<file path="config.mk">
export PLATFORM = sky130hd
export DESIGN_NAME = traffic_light_timer_flat
export DESIGN_NICKNAME = d
export VERILOG_FILES = /design/src/rtl/traffic_light_pkg.sv /design/src/rtl/traffic_light_timer_if.sv /design/src/rtl/traffic_light_timer_tick_gen.sv /design/src/rtl/traffic_light_timer.sv /design/src/flat_wrapper.sv
export SDC_FILE = /design/constraint.sdc
export NUM_CORES = 1
export LEC_CHECK = 0
export CORE_MARGIN = 10
export CORE_UTILIZATION = 50
export DETAILED_ROUTE_END_ITERATION = 12
export DONT_BUFFER_PORTS = 1
export PLACE_DENSITY = 0.68
export SLEW_MARGIN = 5
export SYNTH_ARGS = -nofsm -noshare
export SYNTH_HDL_FRONTEND = slang
export SYNTH_SLANG_ARGS = --single-unit
</file>
<file path="constraint.sdc">
create_clock -name clk -period 3 [get_ports clk]
set_clock_uncertainty 0.15 [all_clocks]
set_input_delay 0.75 -clock clk [delete_from_list [all_inputs] [get_ports clk]]
set_output_delay 0.75 -clock clk [all_outputs]
set_load 0.02 [all_outputs]
</file>
<file path="src/rtl/traffic_light_pkg.sv">
// Shared constants and helpers for the traffic-light phase timer:
// phase one-hot encodings, display range, countdown width and BCD split.
package traffic_light_pkg;

  // Width of the remaining-seconds countdown (holds 0..99).
  localparam int REMAIN_W    = 7;
  // Largest value the road-side display can show.
  localparam int MAX_DISPLAY = 99;

  typedef logic [2:0]          phase_t;
  typedef logic [REMAIN_W-1:0] sec_t;

  // Phase vector ordering is {green, yellow, red}.
  localparam phase_t PH_GREEN  = 3'b100;
  localparam phase_t PH_YELLOW = 3'b010;
  localparam phase_t PH_RED    = 3'b001;

  // What the timer does in the current cycle, decoded from the phase inputs.
  typedef enum logic [1:0] {
    ACT_HOLD  = 2'd0,  // phase inputs not one-hot: freeze everything
    ACT_LOAD  = 2'd1,  // new one-hot phase: load its duration
    ACT_COUNT = 2'd2,  // same phase, seconds left: run the prescaler
    ACT_DONE  = 2'd3   // same phase, nothing left: idle, no pulses
  } timer_act_e;

  // True when exactly one phase bit is set.
  function automatic logic is_one_hot(input phase_t ph);
    return (ph != 3'b000) && ((ph & (ph - 3'b001)) == 3'b000);
  endfunction

  // BCD tens digit for a value in 0..MAX_DISPLAY.
  function automatic logic [3:0] bcd_tens(input sec_t s);
    sec_t q;
    q = s / sec_t'(10);
    return q[3:0];
  endfunction

  // BCD ones digit for a value in 0..MAX_DISPLAY.
  function automatic logic [3:0] bcd_ones(input sec_t s);
    sec_t r;
    r = s % sec_t'(10);
    return r[3:0];
  endfunction

endpackage

</file>
<file path="src/rtl/traffic_light_timer_if.sv">
// Signal bundle between the light FSM (master) and the phase timer (slave).
//
// Protocol: the FSM holds exactly one of state_green/state_yellow/state_red
// high for as long as it sits in that phase. A change to a different one-hot
// value starts a new phase one cycle later. The timer answers with a single
// cycle *_end pulse for the phase that elapsed; the FSM samples the pulse at
// the end of that cycle and moves on. There is no back-pressure: a pulse is
// never repeated, and an abandoned phase never pulses. remain_* and
// phase_err are plain registered status values, valid every cycle.
interface traffic_light_timer_if;
  import traffic_light_pkg::*;

  logic                state_green;
  logic                state_yellow;
  logic                state_red;
  logic                green_end;
  logic                yellow_end;
  logic                red_end;
  logic [REMAIN_W-1:0] remain_sec;
  logic [3:0]          remain_tens;
  logic [3:0]          remain_ones;
  logic                phase_err;

  modport master (
    output state_green, state_yellow, state_red,
    input  green_end, yellow_end, red_end,
    input  remain_sec, remain_tens, remain_ones, phase_err
  );

  modport slave (
    input  state_green, state_yellow, state_red,
    output green_end, yellow_end, red_end,
    output remain_sec, remain_tens, remain_ones, phase_err
  );

endinterface

</file>
<file path="src/rtl/traffic_light_timer_tick_gen.sv">
// 1 s prescaler: counts 0..TICK_DIV-1 while enabled and flags the last count.
// clr restarts the second from zero; when en is low the count freezes.
module tl_tick_gen #(
  parameter int TICK_DIV = 50_000_000  // must be >= 2
) (
  input  logic clk,
  input  logic rst,
  input  logic clr,
  input  logic en,
  output logic tick
);

  localparam int             CNT_W = (TICK_DIV > 1) ? $clog2(TICK_DIV) : 1;
  localparam logic [CNT_W-1:0] LAST  = CNT_W'(TICK_DIV - 1);

  logic [CNT_W-1:0] cnt_q;
  logic [CNT_W-1:0] cnt_d;

  // Next count: clear wins, otherwise advance and wrap while enabled.
  always_comb begin
    cnt_d = cnt_q;
    if (clr) begin
      cnt_d = '0;
    end else if (en) begin
      cnt_d = (cnt_q == LAST) ? '0 : cnt_q + CNT_W'(1);
    end
  end

  // Prescaler count register.
  always_ff @(posedge clk or posedge rst) begin
    if (rst) begin
      cnt_q <= '0;
    end else begin
      cnt_q <= cnt_d;
    end
  end

  // A frozen prescaler parked on LAST must not produce a tick.
  assign tick = en && (cnt_q == LAST);

endmodule

</file>
<file path="src/rtl/traffic_light_timer.sv">
// Phase timer for the traffic-light controller. Detects entry into a new
// one-hot phase, loads that phase's duration, counts it down once per
// prescaler tick and emits a single end pulse when it reaches zero.
module traffic_light_timer
  import traffic_light_pkg::*;
#(
  parameter int TICK_DIV   = 50_000_000,  // clk cycles per second, >= 2
  parameter int GREEN_SEC  = 30,          // 1..99
  parameter int YELLOW_SEC = 3,           // 1..99
  parameter int RED_SEC    = 2            // 1..99
) (
  input  logic                  clk,
  input  logic                  rst,
  traffic_light_timer_if.slave  tl
);

  localparam sec_t GREEN_D  = sec_t'(GREEN_SEC);
  localparam sec_t YELLOW_D = sec_t'(YELLOW_SEC);
  localparam sec_t RED_D    = sec_t'(RED_SEC);

  phase_t     ph;
  phase_t     ph_q;
  phase_t     ph_d;
  sec_t       sec_cnt_q;
  sec_t       sec_cnt_d;
  phase_t     end_q;      // {green_end, yellow_end, red_end}
  phase_t     end_d;
  logic       err_q;
  logic       err_d;
  logic       ph_valid;
  logic       ph_new;
  logic       count_en;
  logic       tick;
  timer_act_e act;

  // Duration in seconds for a one-hot phase.
  function automatic sec_t phase_duration(input phase_t p);
    sec_t d;
    case (p)
      PH_GREEN:  d = GREEN_D;
      PH_YELLOW: d = YELLOW_D;
      PH_RED:    d = RED_D;
      default:   d = '0;
    endcase
    return d;
  endfunction

  assign ph       = {tl.state_green, tl.state_yellow, tl.state_red};
  assign ph_valid = is_one_hot(ph);
  assign ph_new   = ph_valid && (ph != ph_q);
  assign count_en = ph_valid && !ph_new && (sec_cnt_q != '0);

  tl_tick_gen #(
    .TICK_DIV (TICK_DIV)
  ) u_tick_gen (
    .clk  (clk),
    .rst  (rst),
    .clr  (ph_new),
    .en   (count_en),
    .tick (tick)
  );

  // Classify the cycle; load has priority over a coincident final tick.
  always_comb begin
    act = ACT_DONE;
    if (!ph_valid) begin
      act = ACT_HOLD;
    end else if (ph_new) begin
      act = ACT_LOAD;
    end else if (count_en) begin
      act = ACT_COUNT;
    end
  end

  // Next countdown value, end pulses and error flag.
  always_comb begin
    ph_d      = ph;
    sec_cnt_d = sec_cnt_q;
    end_d     = '0;
    err_d     = !ph_valid;
    case (act)
      ACT_LOAD: begin
        sec_cnt_d = phase_duration(ph);
      end
      ACT_COUNT: begin
        if (tick) begin
          sec_cnt_d = sec_cnt_q - sec_t'(1);
          // The tick that empties the counter ends the current phase.
          if (sec_cnt_q == sec_t'(1)) begin
            end_d = ph;
          end
        end
      end
      default: begin
      end
    endcase
  end

  // Phase copy, countdown, pulse and error registers.
  always_ff @(posedge clk or posedge rst) begin
    if (rst) begin
      ph_q      <= '0;
      sec_cnt_q <= '0;
      end_q     <= '0;
      err_q     <= 1'b0;
    end else begin
      ph_q      <= ph_d;
      sec_cnt_q <= sec_cnt_d;
      end_q     <= end_d;
      err_q     <= err_d;
    end
  end

  assign tl.green_end   = end_q[2];
  assign tl.yellow_end  = end_q[1];
  assign tl.red_end     = end_q[0];
  assign tl.remain_sec  = sec_cnt_q;
  assign tl.remain_tens = bcd_tens(sec_cnt_q);
  assign tl.remain_ones = bcd_ones(sec_cnt_q);
  assign tl.phase_err   = err_q;

endmodule

</file>
<file path="src/flat_wrapper.sv">
// flat-port wrapper written by rule: the top's interface ports become plain ports
module traffic_light_timer_flat import traffic_light_pkg::*;
#(
  parameter int TICK_DIV   = 50_000_000,                                
  parameter int GREEN_SEC  = 30,                  
  parameter int YELLOW_SEC = 3,                   
  parameter int RED_SEC    = 2                    
)
  (clk, rst, tl_state_green, tl_state_yellow, tl_state_red, tl_green_end, tl_yellow_end, tl_red_end, tl_remain_sec, tl_remain_tens, tl_remain_ones, tl_phase_err);
  traffic_light_timer_if tl_i ();
  input  logic clk;
  input  logic rst;
  input wire logic [$bits(tl_i.state_green)-1:0] tl_state_green;
  input wire logic [$bits(tl_i.state_yellow)-1:0] tl_state_yellow;
  input wire logic [$bits(tl_i.state_red)-1:0] tl_state_red;
  output wire logic [$bits(tl_i.green_end)-1:0] tl_green_end;
  output wire logic [$bits(tl_i.yellow_end)-1:0] tl_yellow_end;
  output wire logic [$bits(tl_i.red_end)-1:0] tl_red_end;
  output wire logic [$bits(tl_i.remain_sec)-1:0] tl_remain_sec;
  output wire logic [$bits(tl_i.remain_tens)-1:0] tl_remain_tens;
  output wire logic [$bits(tl_i.remain_ones)-1:0] tl_remain_ones;
  output wire logic [$bits(tl_i.phase_err)-1:0] tl_phase_err;
  assign tl_i.state_green = tl_state_green;
  assign tl_i.state_yellow = tl_state_yellow;
  assign tl_i.state_red = tl_state_red;
  assign tl_green_end = tl_i.green_end;
  assign tl_yellow_end = tl_i.yellow_end;
  assign tl_red_end = tl_i.red_end;
  assign tl_remain_sec = tl_i.remain_sec;
  assign tl_remain_tens = tl_i.remain_tens;
  assign tl_remain_ones = tl_i.remain_ones;
  assign tl_phase_err = tl_i.phase_err;
  traffic_light_timer #(.TICK_DIV(TICK_DIV), .GREEN_SEC(GREEN_SEC), .YELLOW_SEC(YELLOW_SEC), .RED_SEC(RED_SEC)) u_core (.clk(clk), .rst(rst), .tl(tl_i));
endmodule
</file>
# After elaboration in Yosys (flattened, before gate mapping)
# Index checks and enable logic that the tools add are counted.
totals:
  regBits: 40
  latch_bits: 0
  mem_bits_rw: 0
  romBits: 0
  in_bits: 5
  elab_cells: 45
  memories: 0
classes:
  add_sub_neg: 3
  mul: 0
  n_div: 2
  magnitude_cmp: 0
  n_eq_ne: 9
  n_shift: 0
  n_mux: 12
  n_bitwise: 1
  reduce_logical: 13
op_table:
  columns: ["op", "count"]
  rows:
  - ["2-to-1 mux 26 bit", 3]
  - ["adder 26 x 1 -> 26 bit, second input constant", 1]
  - ["== test 26 bit, second input constant", 1]
  - ["case mux 5 bit (3 select lines)", 1]
  - ["case mux 7 bit (2 select lines)", 1]
  - ["2-to-1 mux 3 bit", 3]
  - ["divider 7 x 4 -> 7 bit, second input constant", 1]
  - ["== test 7 x 1 -> 1 bit, second input constant", 1]
  - ["modulo 7 x 4 -> 7 bit, second input constant", 1]
  - ["2-to-1 mux 7 bit", 1]
  - ["nonzero test 7 bit", 1]
  - ["subtractor 7 x 1 -> 7 bit, second input constant", 1]
  - ["logical AND 1 bit", 5]
  - ["2-to-1 mux 2 bit", 2]
  - ["nonzero test 2 bit", 2]
  - ["bitwise AND 3 bit", 1]
  - ["== test 3 x 1 -> 1 bit, second input constant", 1]
  - ["== test 3 x 2 -> 1 bit, second input constant", 1]
  - ["== test 3 bit, second input constant", 1]
  - ["zero test 3 bit", 1]
  - ["inequality test 3 bit", 1]
  - ["nonzero test 3 bit", 1]
  - ["subtractor 3 x 1 -> 3 bit, second input constant", 1]
  - ["== test 2 x 1 -> 1 bit, second input constant", 1]
  - ["5 further kinds", 6]

# Depth between registers and ports, before layout
# Gate-level depths: netlist (run 1).
logic_depth:
  word_depth: 14
  ltp_mapped: 9
  ltp_nobuf: 8

# Hierarchy
# Synthesis (run 1) repeated with hierarchy kept, for this count alone.
hier_totals:
  hier_cells: 313
  hier_area_um2: 2777.7
modules_own_cells:
  columns: ["mod", "instances", "cells_per_inst", "area_per_inst_um2", "seq_area_each_um2"]
  rows:
  - ["tl_tick_gen", 1, 151, 1433.9, 650.6]
  - ["traffic_light_timer", 1, 162, 1343.8, 350.3]

# Least setup slack after synthesis (run 1)
# Ideal clock, no wire load.
synth_timing:
  kind: "reg2out"
  from: "reg u_core.sec_cnt_q[6], in the netlist u_core.tl.remain_sec[6]"
  to: "out tl_remain_ones[2]"
  t_arrival_ps: 2730
  required_ps: 2100
  path_slack_ps: -630
  stages_incl_launch_ff: 10
  path_buffers: 1
  path_cell_list: "dfrtp_1 > buf_2 > nor2b_1 > a211oi_1 > o221a_2 > ha_1 > and3_1 > a221oi_1 > nor4_2 > mux2i_1"
synth_between:
  elab_chain_len: 1
synth_lines:
  columns: ["element", "line", "rtl"]
  rows:
  - ["start: declaration", "traffic_light_timer.sv:24", "sec_t sec_cnt_q;"]
  - ["start signal: assignment", "traffic_light_timer.sv:108", "sec_cnt_q <= sec_cnt_d;"]
  - ["modulo 7 x 4 -> 7 bit", "traffic_light_pkg.sv:41", "r = s % sec_t'(10);"]
  - ["end: declaration", "flat_wrapper.sv:21", "output wire logic [$bits(tl_i.remain_ones)-1:0] tl_remain_ones;"]
# No other way between the ends.

# Worst setup path in the final report (run 1)
layout_timing:
  from: "reg u_core.sec_cnt_q[5], in the netlist u_core.tl.remain_sec[5]"
  to: "out tl_remain_ones[1]"
# The elaborated chain is that of the path after synthesis.

==> results of run 1 <==
## power groups by stage
stage	sequential [mW]	clock, mW	combinational [mW]
floorplan	0.606	0	0.235
global placement	0.601	0	0.339
detailed placement	0.602	0	0.342
CTS	0.592	0.497	0.368
global route	0.596	0.519	0.404
finish	0.592	0.491	0.369
## cell usage after synthesis (all sizes together) (9+ instances only)
master  count
a21oi      10
buf        16
dfrtp      40
inv        13
nand2      31
nand3      12
nand4       9
nor2       25
nor3       22
nor4       10
o21ai      34
xnor2      11
xor2       10
## per-layer routing
metal,global-route usage,vias up
met2,0.2420,55
met4,0.05985,0
met1,0.1992,1239
met5,0,-
li1,-,1258
met3,0.03928,11
## layout make-up
type	instances	area share
tap	72	0.02662
sequential	40	0.2972
timing repair buffer	43	0.1013
clock inverter	1	0.008872
multi-input combinational	256	0.5224
clock buffer	7	0.02847
inverter	13	0.01516
## through the flow
stage,power (mW),setup TNS [ns],instances
final,1.453,-1.763,432
after global routing,1.519,-2.298,432
after CTS,1.456,-1.772,432
after detailed placement,0.9439,-0.4848,419
after global placement,0.9395,-0.2462,419
after floorplan,0.8415,-0.4893,329
## kinds of logic (layout without fill, tap and decap cells)
logic type,count (synthesis),after routing,synth area share
AO/OA/AOI/OAI,82,82,0.1937
XOR/XNOR,21,21,0.06501
adder cells (fa/ha/maj),6,6,0.02654
buffers and inverters,33,64,0.05971
flip-flops,40,40,0.3538
multiplexers,2,2,0.007077
AND/OR/NAND/NOR,145,145,0.2941
## flip-flops by register name, indices dropped and copies added (netlist names)
register and count:
u_core.ph_q 3, u_core.end_q 3, u_core.tl.remain_sec 7, u_core.u_tick_gen.cnt_q 26, u_core.tl.phase_err 1
## placed cells by master, fill, tap and decap left out, types with 5 or more instances in the layout
cell	Yosys	routed
nand4_1	7	7
a21oi_1	7	6
xnor2_1	11	10
buf_4	1	40
dfrtp_1	40	36
clkbuf_8	0	7
inv_1	13	12
nand2_1	30	30
xor2_1	10	9
o21ai_1	14	14
a22o_1	5	5
nor4_1	7	7
nor3_1	21	20
nand2b_1	6	5
o21ai_0	20	20
nor2_1	24	24
and3_1	7	6
nand3_1	12	12
ha_1	6	5
## worst min-delay path by stage
stage	slack (ns)	to	startpoint	depth (start not counted)
after floorplan	0.31	u_core.u_tick_gen.cnt_q[3]	u_core.u_tick_gen.cnt_q[3]	1
after global placement	0.34	u_core.u_tick_gen.cnt_q[3]	u_core.u_tick_gen.cnt_q[3]	1
after detailed placement	0.33	u_core.u_tick_gen.cnt_q[3]	u_core.u_tick_gen.cnt_q[3]	1
after CTS	0.32	u_core.u_tick_gen.cnt_q[9]	rst	2
after global routing	0.31	u_core.ph_q[2]	tl_state_green	0
final	0.30	u_core.u_tick_gen.cnt_q[12]	rst	2
## what timing repair did
item                                    in CTS  in global routing
endpoints found under the setup margin       4                  4
gates resized for setup                     10                  0
pin swaps                                    9                  0
buffers inserted                             5                  0
==> metrics, run 1 <==
status=finished, violations left; failing checks=setup timing; DRC viols=0; CP dominant cell by count=buf_4; detailed-router iteration count before antenna repair=4; Hold Crit Class=in2async; Post-DP Area=3169 um^2; area of the core=5507 um^2; cell-internal power=1.018 mW; R2R Path Start=u_core.u_tick_gen.cnt_q[9]; critical path peak fanout=6; GP Congestion=0.8299; Worst Reg-to-Reg Cells=6; Total Routing Usage GR=0.1543; Min Hold Slack=0.2959 ns; met2 wire length=3124 um; vias per cell=5.933; CP max stage delay=0.47 ns; main flop type after synthesis=dfrtp_1; largest net degree at the start of global routing=41; clock-pin transition on the worst setup and hold timing paths=0.08 ns; Largest delay share family, worst path=compound AO/OA/AOI/OAI gates; area occupied by multi-input gates=1768 um^2; Post-CTS Hold Buffers=0; DR WL/cell=15.59 um; post-route ant nets=0; area grow syn2layout=19.64%; final setup fails=4; Die Span Y=95.22 um; Post-synth ARST share=1.000; EDFF count, synth=0; Buf/Inv on CP=2; final count of pins violating max slew=0; initial antenna violation count=0; top sig layer=met4; Die ar.=9067 um^2; CP max-delay cell=dfrtp_2; Post-Place Worst Slack=-0.2273 ns; Setup crit start=u_core.tl.remain_sec[5]; worst path required time=2.10 ns; max cap viols=0; final worst-path setup slack=-0.5258 ns; initial cell density of the core=0.5137; Avg Cell Area, Syn=8.599 um^2; first-pass GRT wire length=11390 um; fillcell total=456; Worst Setup Start Kind=flip-flop; Fin. Hold Viols=0; Post-Route M1 WL=3126 um; Vias=2563; met3 wire length=381 um; Mapped Cells=329; root buf cell=clkbuf_8; unrepaired setup endpoints after global routing=yes; Ys Warns=0; worst vdd rail ir drop=0.4502 mV; register share of total power=0.408; Syn Nets=340; CP arrival=2.63 ns; Worst-Skew Late Latency=0.30 ns; highest attainable clock frequency=283.6 MHz; I/O Pins=24; period utilization=1.175; R2R Setup Slk=0.39 ns; Nets=370; worst setup path end=tl_remain_ones[1]; # diodes=0; share of cells above drive strength 1=0.2389; Worst-Margin Slew=0.5985 ns; Sw Share=0.2990; DP HPWL=4813 um; final core occ=0.6146; Mapped Area=2829 um^2; cell taking the most area after synthesis=dfrtp_1; clock tree sinks=40; Cell Chain, Critical Path=nor4bb_2 -> a211oi_2 -> o221a_2 -> ha_4 -> and3_4 -> a221oi_4 -> nor4_4 -> buf_4 -> xnor2_2 -> buf_4; synthesis-stage register bit count=40; NetSw=0.4343 mW; vias in the first global route=2403; Netlist cell types=64; ranking of synthesized cells by area=dfrtp_1 (35%), nand2_1 (4.0%), nor3_1 (3.7%); register area=1006 um^2; CP endpoint kind=output port; P_leak=1.410 nW; Die X=95.22 um; Clock Tree Buf Depth=2; Rel. slew slack=0.5973; CTS tree=built; FP Rows=27; Tmin final=3.526 ns; final non-filler cell area=3385 um^2; Synth top area share=0.3538; Setup CP Type=reg2out; Gate power share=0.254; Initial DRC Count=151; Inserted Clock Buffers=5; sequential share of the synthesized area=0.3538; GRT overflow=0; FF-to-FF End=u_core.tl.remain_sec[4]; Crit path depth=10; Clk pwr share=0.338; H-Tree Depth=2; IO Port Bufs=0; final WL=6733 um; Pwr per Cell Area=429.2 nW/um^2
Note: power is estimated with default switching activity, not from simulation.
==> run 2, diff against run 1 <==
- CORE_UTILIZATION: 50 -> 37
- PLACE_DENSITY: 0.68 -> unset
==> run 2 against run 1 <==
The run still ends with setup timing left. Via count down 0.59%. Register-to-register slack gained 0.09 ns. Critical endpoint unchanged. Non-clock buffer count is 5 higher. Cell area increased by 0.18%. Combinational power about the same. Highest routed layer unchanged. Die area up 27%. Critical path depth unchanged. Setup slack improved by 0.055 ns. Sequential power is essentially flat. Worst hold slack got worse by 0.067 ns. Global-route usage shrank 2.7 points.
==> metrics, run 2 (synthesis gave the netlist of run 1 again) <==
final WL=7086 um (+5.2%); P_leak=1.405 nW (-0.33%); final core occ=0.4625 (-0.1521); Worst-Margin Slew=0.6319 ns (+0.03338 ns); Inserted Clock Buffers=5 (unchanged); FP Rows=31 (+15%); CP max-delay cell=dfrtp_2; DR WL/cell=15.34 um (-1.6%); Sw Share=0.3155 (+0.01654); initial antenna violation count=0 (unchanged); CP arrival=2.57 ns (-0.06 ns); DRC viols=0 (unchanged); final setup fails=4 (unchanged); CP dominant cell by count=buf_4; # diodes=0 (unchanged); Setup TNS=-1.530 ns (+0.2328 ns); period utilization=1.157 (-0.01843); Setup CP Type=reg2out; Tmin final=3.471 ns (-0.05530 ns); Worst Setup Start Kind=flip-flop; vias per cell=5.515 (-7.0%); Min Hold Slack=0.2287 ns (-0.06723 ns); most frequent cells in the layout=buf_4 (48), dfrtp_1 (36), nand2_1 (30); Most flops, register=u_core.u_tick_gen.cnt_q; number of flip-flops in the largest register=26 (unchanged); Pwr per Cell Area=378.6 nW/um^2 (-12%); Hold Crit Class=in2async; final worst-path setup slack=-0.4705 ns (+0.05530 ns); worst vdd rail ir drop=0.2582 mV (-43%); commonest non-fill, non-tap cell in the layout=buf_4; Die ar.=11540 um^2 (+27%); share of cells above drive strength 1=0.2424 (+0.003535); Fin. Hold Viols=0 (unchanged); clock tree sinks=40 (unchanged); register share of total power=0.461 (+0.053); DP HPWL=5315 um (+10%); Die Span Y=107.4 um (+13%); Largest delay share family, worst path=compound AO/OA/AOI/OAI gates; Clk pwr share=0.251 (-0.087); CP max stage delay=0.46 ns (about the same); Die X=107.4 um (+13%); largest net degree at the start of global routing=18 (-56%); CTS tree=built; Cell Chain, Critical Path=nor4bb_4 -> a211oi_2 -> o221a_2 -> ha_4 -> and3_4 -> a221oi_4 -> nor4_4 -> buf_4 -> xnor2_2 -> buf_4; status=finished, violations left; Buf/Inv on CP=2 (unchanged); IO Port Bufs=0 (unchanged); Rel. slew slack=0.5749 (-0.02246); area of the core=7331 um^2 (+33%); clock-pin transition on the worst setup and hold timing paths=0.07 ns (about the same); GRT overflow=0 (unchanged); initial cell density of the core=0.3859 (-0.1278); H-Tree Depth=2 (unchanged); area grow syn2layout=19.86%; Initial DRC Count=187 (+24%); max cap viols=0 (unchanged); first-pass GRT wire length=12530 um (+10%); CP endpoint kind=output port; Total Routing Usage GR=0.1278 (-0.02652); cell-internal power=0.8786 mW (-14%); Gate power share=0.288 (+0.034); post-route ant nets=0 (unchanged); I/O Pins=24 (unchanged); unrepaired setup endpoints after global routing=yes; NetSw=0.4050 mW (-6.7%); Clock Tree Buf Depth=2 (unchanged); Worst-Skew Late Latency=0.28 ns (-0.02 ns); final count of pins violating max slew=0 (unchanged); worst path required time=2.10 ns (about the same); highest attainable clock frequency=288.1 MHz (+1.6%); Nets=375 (+1.4%); critical path peak fanout=6 (unchanged); detailed-router iteration count before antenna repair=4 (unchanged); Post-CTS Hold Buffers=0 (unchanged); vias in the first global route=2538 (+5.6%); root buf cell=clkbuf_8; failing checks=setup timing; Vias=2548 (-0.59%); GP Congestion=0.8600 (+3.6%)
## run 2: cell count changes in the layout (fill, tap and decap cells not counted), sizes merged
cell    previous run  this run
bufinv             1         0
buf               43        48
clkbuf             7         6
## run 2: metrics by stage
step | power [mW] | area, um^2 | cells | setup slack, ns
2_1_floorplan | 0.8415 | 2923 | 329 | -0.2639
3_3_place_gp | 0.9387 | 3213 | 449 | -0.1700
3_5_place_dp | 0.9460 | 3213 | 449 | -0.2216
4_1_cts | 1.295 | 3364 | 460 | -0.4726
5_1_grt | 1.355 | 3391 | 462 | -0.6084
6_report | 1.284 | 3391 | 462 | -0.4705
## run 2: per-layer routing
metal / up-vias / wire, um / global-route usage
met5: - / 0 / 0
met4: 0 / 92 / 0.03149
met3: 7 / 324 / 0.02575
met2: 49 / 3218 / 0.2029
met1: 1225 / 3450 / 0.1731
li1: 1267 / - / -
## run 2: path summary, 6_finish.rpt
path                                             from                           to  slack (ns)  cells past startpoint
min in group clk                       tl_state_green               u_core.ph_q[2]        0.34                      0
hold reg to reg            u_core.u_tick_gen.cnt_q[3]   u_core.u_tick_gen.cnt_q[3]        0.36                      1
max in group asynchronous                         rst  u_core.u_tick_gen.cnt_q[17]        1.86                      2
setup reg to reg           u_core.u_tick_gen.cnt_q[9]   u_core.u_tick_gen.cnt_q[7]        0.48                      7
hold / removal                                    rst   u_core.u_tick_gen.cnt_q[4]        0.23                      1
setup / recovery              u_core.tl.remain_sec[5]            tl_remain_ones[1]       -0.47                     10
## run 2: power by group through the flow
stage	clock (mW)	combinational [mW]	sequential (mW)
floorplan	0	0.235	0.606
global placement	0	0.339	0.600
detailed placement	0	0.346	0.600
CTS	0.338	0.366	0.591
global route	0.356	0.404	0.596
finish	0.323	0.369	0.592
## run 2: repair_timing
action	in CTS	in global routing
resized for setup	8	2
setup buffers	7	2
pin swaps	1	1
setup endpoints to repair	4	4
## run 2: cell type report
class                           count  area [um^2]
Tap cell                           99        123.9
Fill cell                         692         3940
Timing Repair Buffer               48        360.3
Inverter                           13        51.30
Multi-Input combinational cell    256         1777
Clock buffer                        6        72.57
Sequential cell                    40         1006
==> variant (flow settings as in run 2) <==
Change the package constant `REMAIN_W` from 7 to 9.
--- a/src/rtl/traffic_light_pkg.sv
+++ b/src/rtl/traffic_light_pkg.sv
@@ -3,7 +3,7 @@
 package traffic_light_pkg;
 
   // Width of the remaining-seconds countdown (holds 0..99).
-  localparam int REMAIN_W    = 7;
+  localparam int REMAIN_W    = 9;
   // Largest value the road-side display can show.
   localparam int MAX_DISPLAY = 99;
 
Interface: changed (resized tl_remain_sec); port bits go from 24 to 26. The function was not compared with the original's and may differ.
==> variant against run 2 <==
Highest routed layer unchanged. The run still ends with negative setup slack left. Routed wire length rose by 20%. Worst hold slack improved by 0.0022 ns. Cell area rose by 16%. Non-clock buffer count rose by 28. Worst setup slack got worse by 0.83 ns. Sequential cell count rose by 2. Area after synthesis rose by 5.4%.
Power is not compared: it rests on default switching activity, and its combinational part moved more than twofold at a synthesized area within 25%.
==> variant: results (changes against run 2) <==
----------------------------------------------------
[Status]
  Run status ... finished with violations (unchanged)
  Violations in the final reports ... negative setup slack (unchanged)

[Clock tree]
  Later-pin clock latency in the skew report ... 0.30 ns (was 0.28 ns)
  CTS clk-pin slew, worst paths ... 0.09 ns (was 0.07 ns)

[Yosys]
  Cell variety after synth ... 54 (was 64)
  Sequential share of the synthesized area ... 0.352 (was 0.354)
  Mapped Nets ... 377 (was 340)
  Ranking of synthesized cells by instance count ... sky130_fd_sc_hd__dfrtp_1, sky130_fd_sc_hd__o21ai_0, sky130_fd_sc_hd__nor2_1 (was sky130_fd_sc_hd__dfrtp_1, sky130_fd_sc_hd__nand2_1, sky130_fd_sc_hd__nor2_1)
  Cell types occupying the most area after synthesis ... sky130_fd_sc_hd__dfrtp_1, sky130_fd_sc_hd__o21ai_0, sky130_fd_sc_hd__nor2_1 (was sky130_fd_sc_hd__dfrtp_1, sky130_fd_sc_hd__nand2_1, sky130_fd_sc_hd__nor3_1)

[Timing]
  Setup slack after layout ... -1.30 ns (was -0.471 ns)
  Transition at the pin with the smallest max-transition slack ... 0.636 ns (was 0.632 ns)
  Total setup violations reported at the end of the flow ... 5 (was 4)

[Drt]
  Via count of the routed design ... 2979 (was 2548)
  Post-route DRC violation count ... 0 (unchanged)
  Drt pass-1 iters ... 4 (unchanged)
  1st-iter DRT viols ... 204 (was 187)
  DRT Wirelength ... 8500 µm (was 7090 µm)

[Placed design]
  Worst setup slack after placement ... -0.969 ns (was -0.222 ns)
  Area post-placement ... 3550 µm² (was 3210 µm²)
  # port buffers ... 0 (unchanged)
  Final estimated routing congestion in global placement ... 0.865 (was 0.860)
  Hpwl dp ... 6130 µm (was 5310 µm)

[Setup path]
  Worst path max stage delay ... 0.46 ns (about the same)
  Arrival time at the worst endpoint ... 3.40 ns (was 2.57 ns)
  Setup slack on the worst flop-to-flop path ... 0.28 ns (was 0.48 ns)
  End of the worst register-to-register path ... u_core.u_tick_gen.cnt_q[9] (was u_core.u_tick_gen.cnt_q[7])
  RR Startpoint ... u_core.tl.remain_sec[1] (was u_core.u_tick_gen.cnt_q[9])
  Highest fanout seen on the critical path ... 6 (unchanged)
  Reg2Reg Depth ... 9 (was 7)

[Global route]
  Wire length of the first global-routing pass ... 13800 µm (was 12500 µm)
  Combined global-route utilization of all metal layers ... 0.141 (was 0.128)
  Number of global-route vias before repair ... 2812 (was 2538)
  Pin count of the biggest net entering global routing ... 24 (was 18)

[Layout]
  ANT cells ... 0 (unchanged)
  Proportion of layout cells with a drive suffix above 1 ... 0.271 (was 0.242)
  Net count reported at finish ... 435 (was 375)
  Footprint of the multi-input gates ... 1930 µm² (was 1780 µm²)
  Number of fill cells in the layout ... 753 (was 692)

[Min path]
  Hold WC Path Type ... in -> async (unchanged)

----------------------------------------------------
[variant: critical path: cells and delay by family, from the launching register on]
family | cells | cell delay (ns)
multiplexers | 1 | 0.27
AND/OR/NAND/NOR | 3 | 0.50
flip-flops | 1 | 0.46
AO/OA/AOI/OAI | 5 | 1.18
adder cells (fa/ha/maj) | 2 | 0.45
buffers and inverters | 2 | 0.26
[variant: worst max path at each step]
stage | start | end | slack [ns] | cells after the start
2_1_floorplan | u_core.tl.remain_sec[4] | tl_remain_ones[2] | -1.01 | 12
3_3_place_gp | u_core.tl.remain_sec[8] | tl_remain_ones[2] | -0.93 | 12
3_5_place_dp | u_core.tl.remain_sec[8] | tl_remain_ones[2] | -0.97 | 11
4_1_cts | u_core.tl.remain_sec[8] | tl_remain_ones[2] | -1.30 | 11
5_1_grt | u_core.tl.remain_sec[8] | tl_remain_ones[2] | -1.43 | 12
6_report | u_core.tl.remain_sec[5] | tl_remain_ones[2] | -1.30 | 13
[variant: metal layers]
layer,share of wire,up-vias,GRT usage
met1,0.45,1462,0.189
met5,0,-,0
met3,0.054,9,0.0269
met2,0.48,81,0.224
li1,-,1427,-
met4,0.013,0,0.0437
[variant: cells by family (layout without fill, tap and decap cells)]
logic type,count (synthesis),count (layout),synth area share
AOI/OAI and AO/OA,101,101,0.215
xor gates and xnor gates,24,24,0.0705
adders and majority gates,8,8,0.0331
buffers and inverters,38,97,0.0588
DFF,42,42,0.352
muxes,1,1,0.00336
and+or+nand+nor,151,151,0.266
[variant: per-stage QoR]
stage | instances | TNS, ns | hold WS (ns)
final | 526 | -5.45 | 0.231
after global routing | 526 | -6.11 | 0.259
after CTS | 518 | -5.06 | 0.249
after detailed placement | 504 | -3.65 | 0.319
after global placement | 504 | -3.49 | 0.330
after floorplan | 365 | -3.54 | 0.287
[variant: where the power goes]
| group | switching [µW] | leakage (µW) | internal [µW] |
|---|---|---|---|
| Clock | 201 | 0.0000524 | 249 |
| Sequential | 61.0 | 0.000564 | 604 |
| Combinational | 817 | 0.00104 | 807 |
| Total | 1080 | 0.00166 | 1660 |
[variant: area by class of cell]
| type | count | share of cell area |
|---|---|---|
| clock inverter | 1 | 0.00767 |
| sequential | 42 | 0.270 |
| clock buffer | 7 | 0.0195 |
| tap | 102 | 0.0326 |
| inverter | 13 | 0.0125 |
| timing repair buffer | 76 | 0.166 |
| multi-input combinational | 285 | 0.492 |
[variant: timing repair]
| action | 4_1_cts | 5_1_grt |
|---|---|---|
| cloned | 0 | 1 |
| setup buffers | 8 | 8 |
| setup endpoints to repair | 5 | 7 |
| resized for setup | 13 | 19 |
| pin swaps | 8 | 5 |
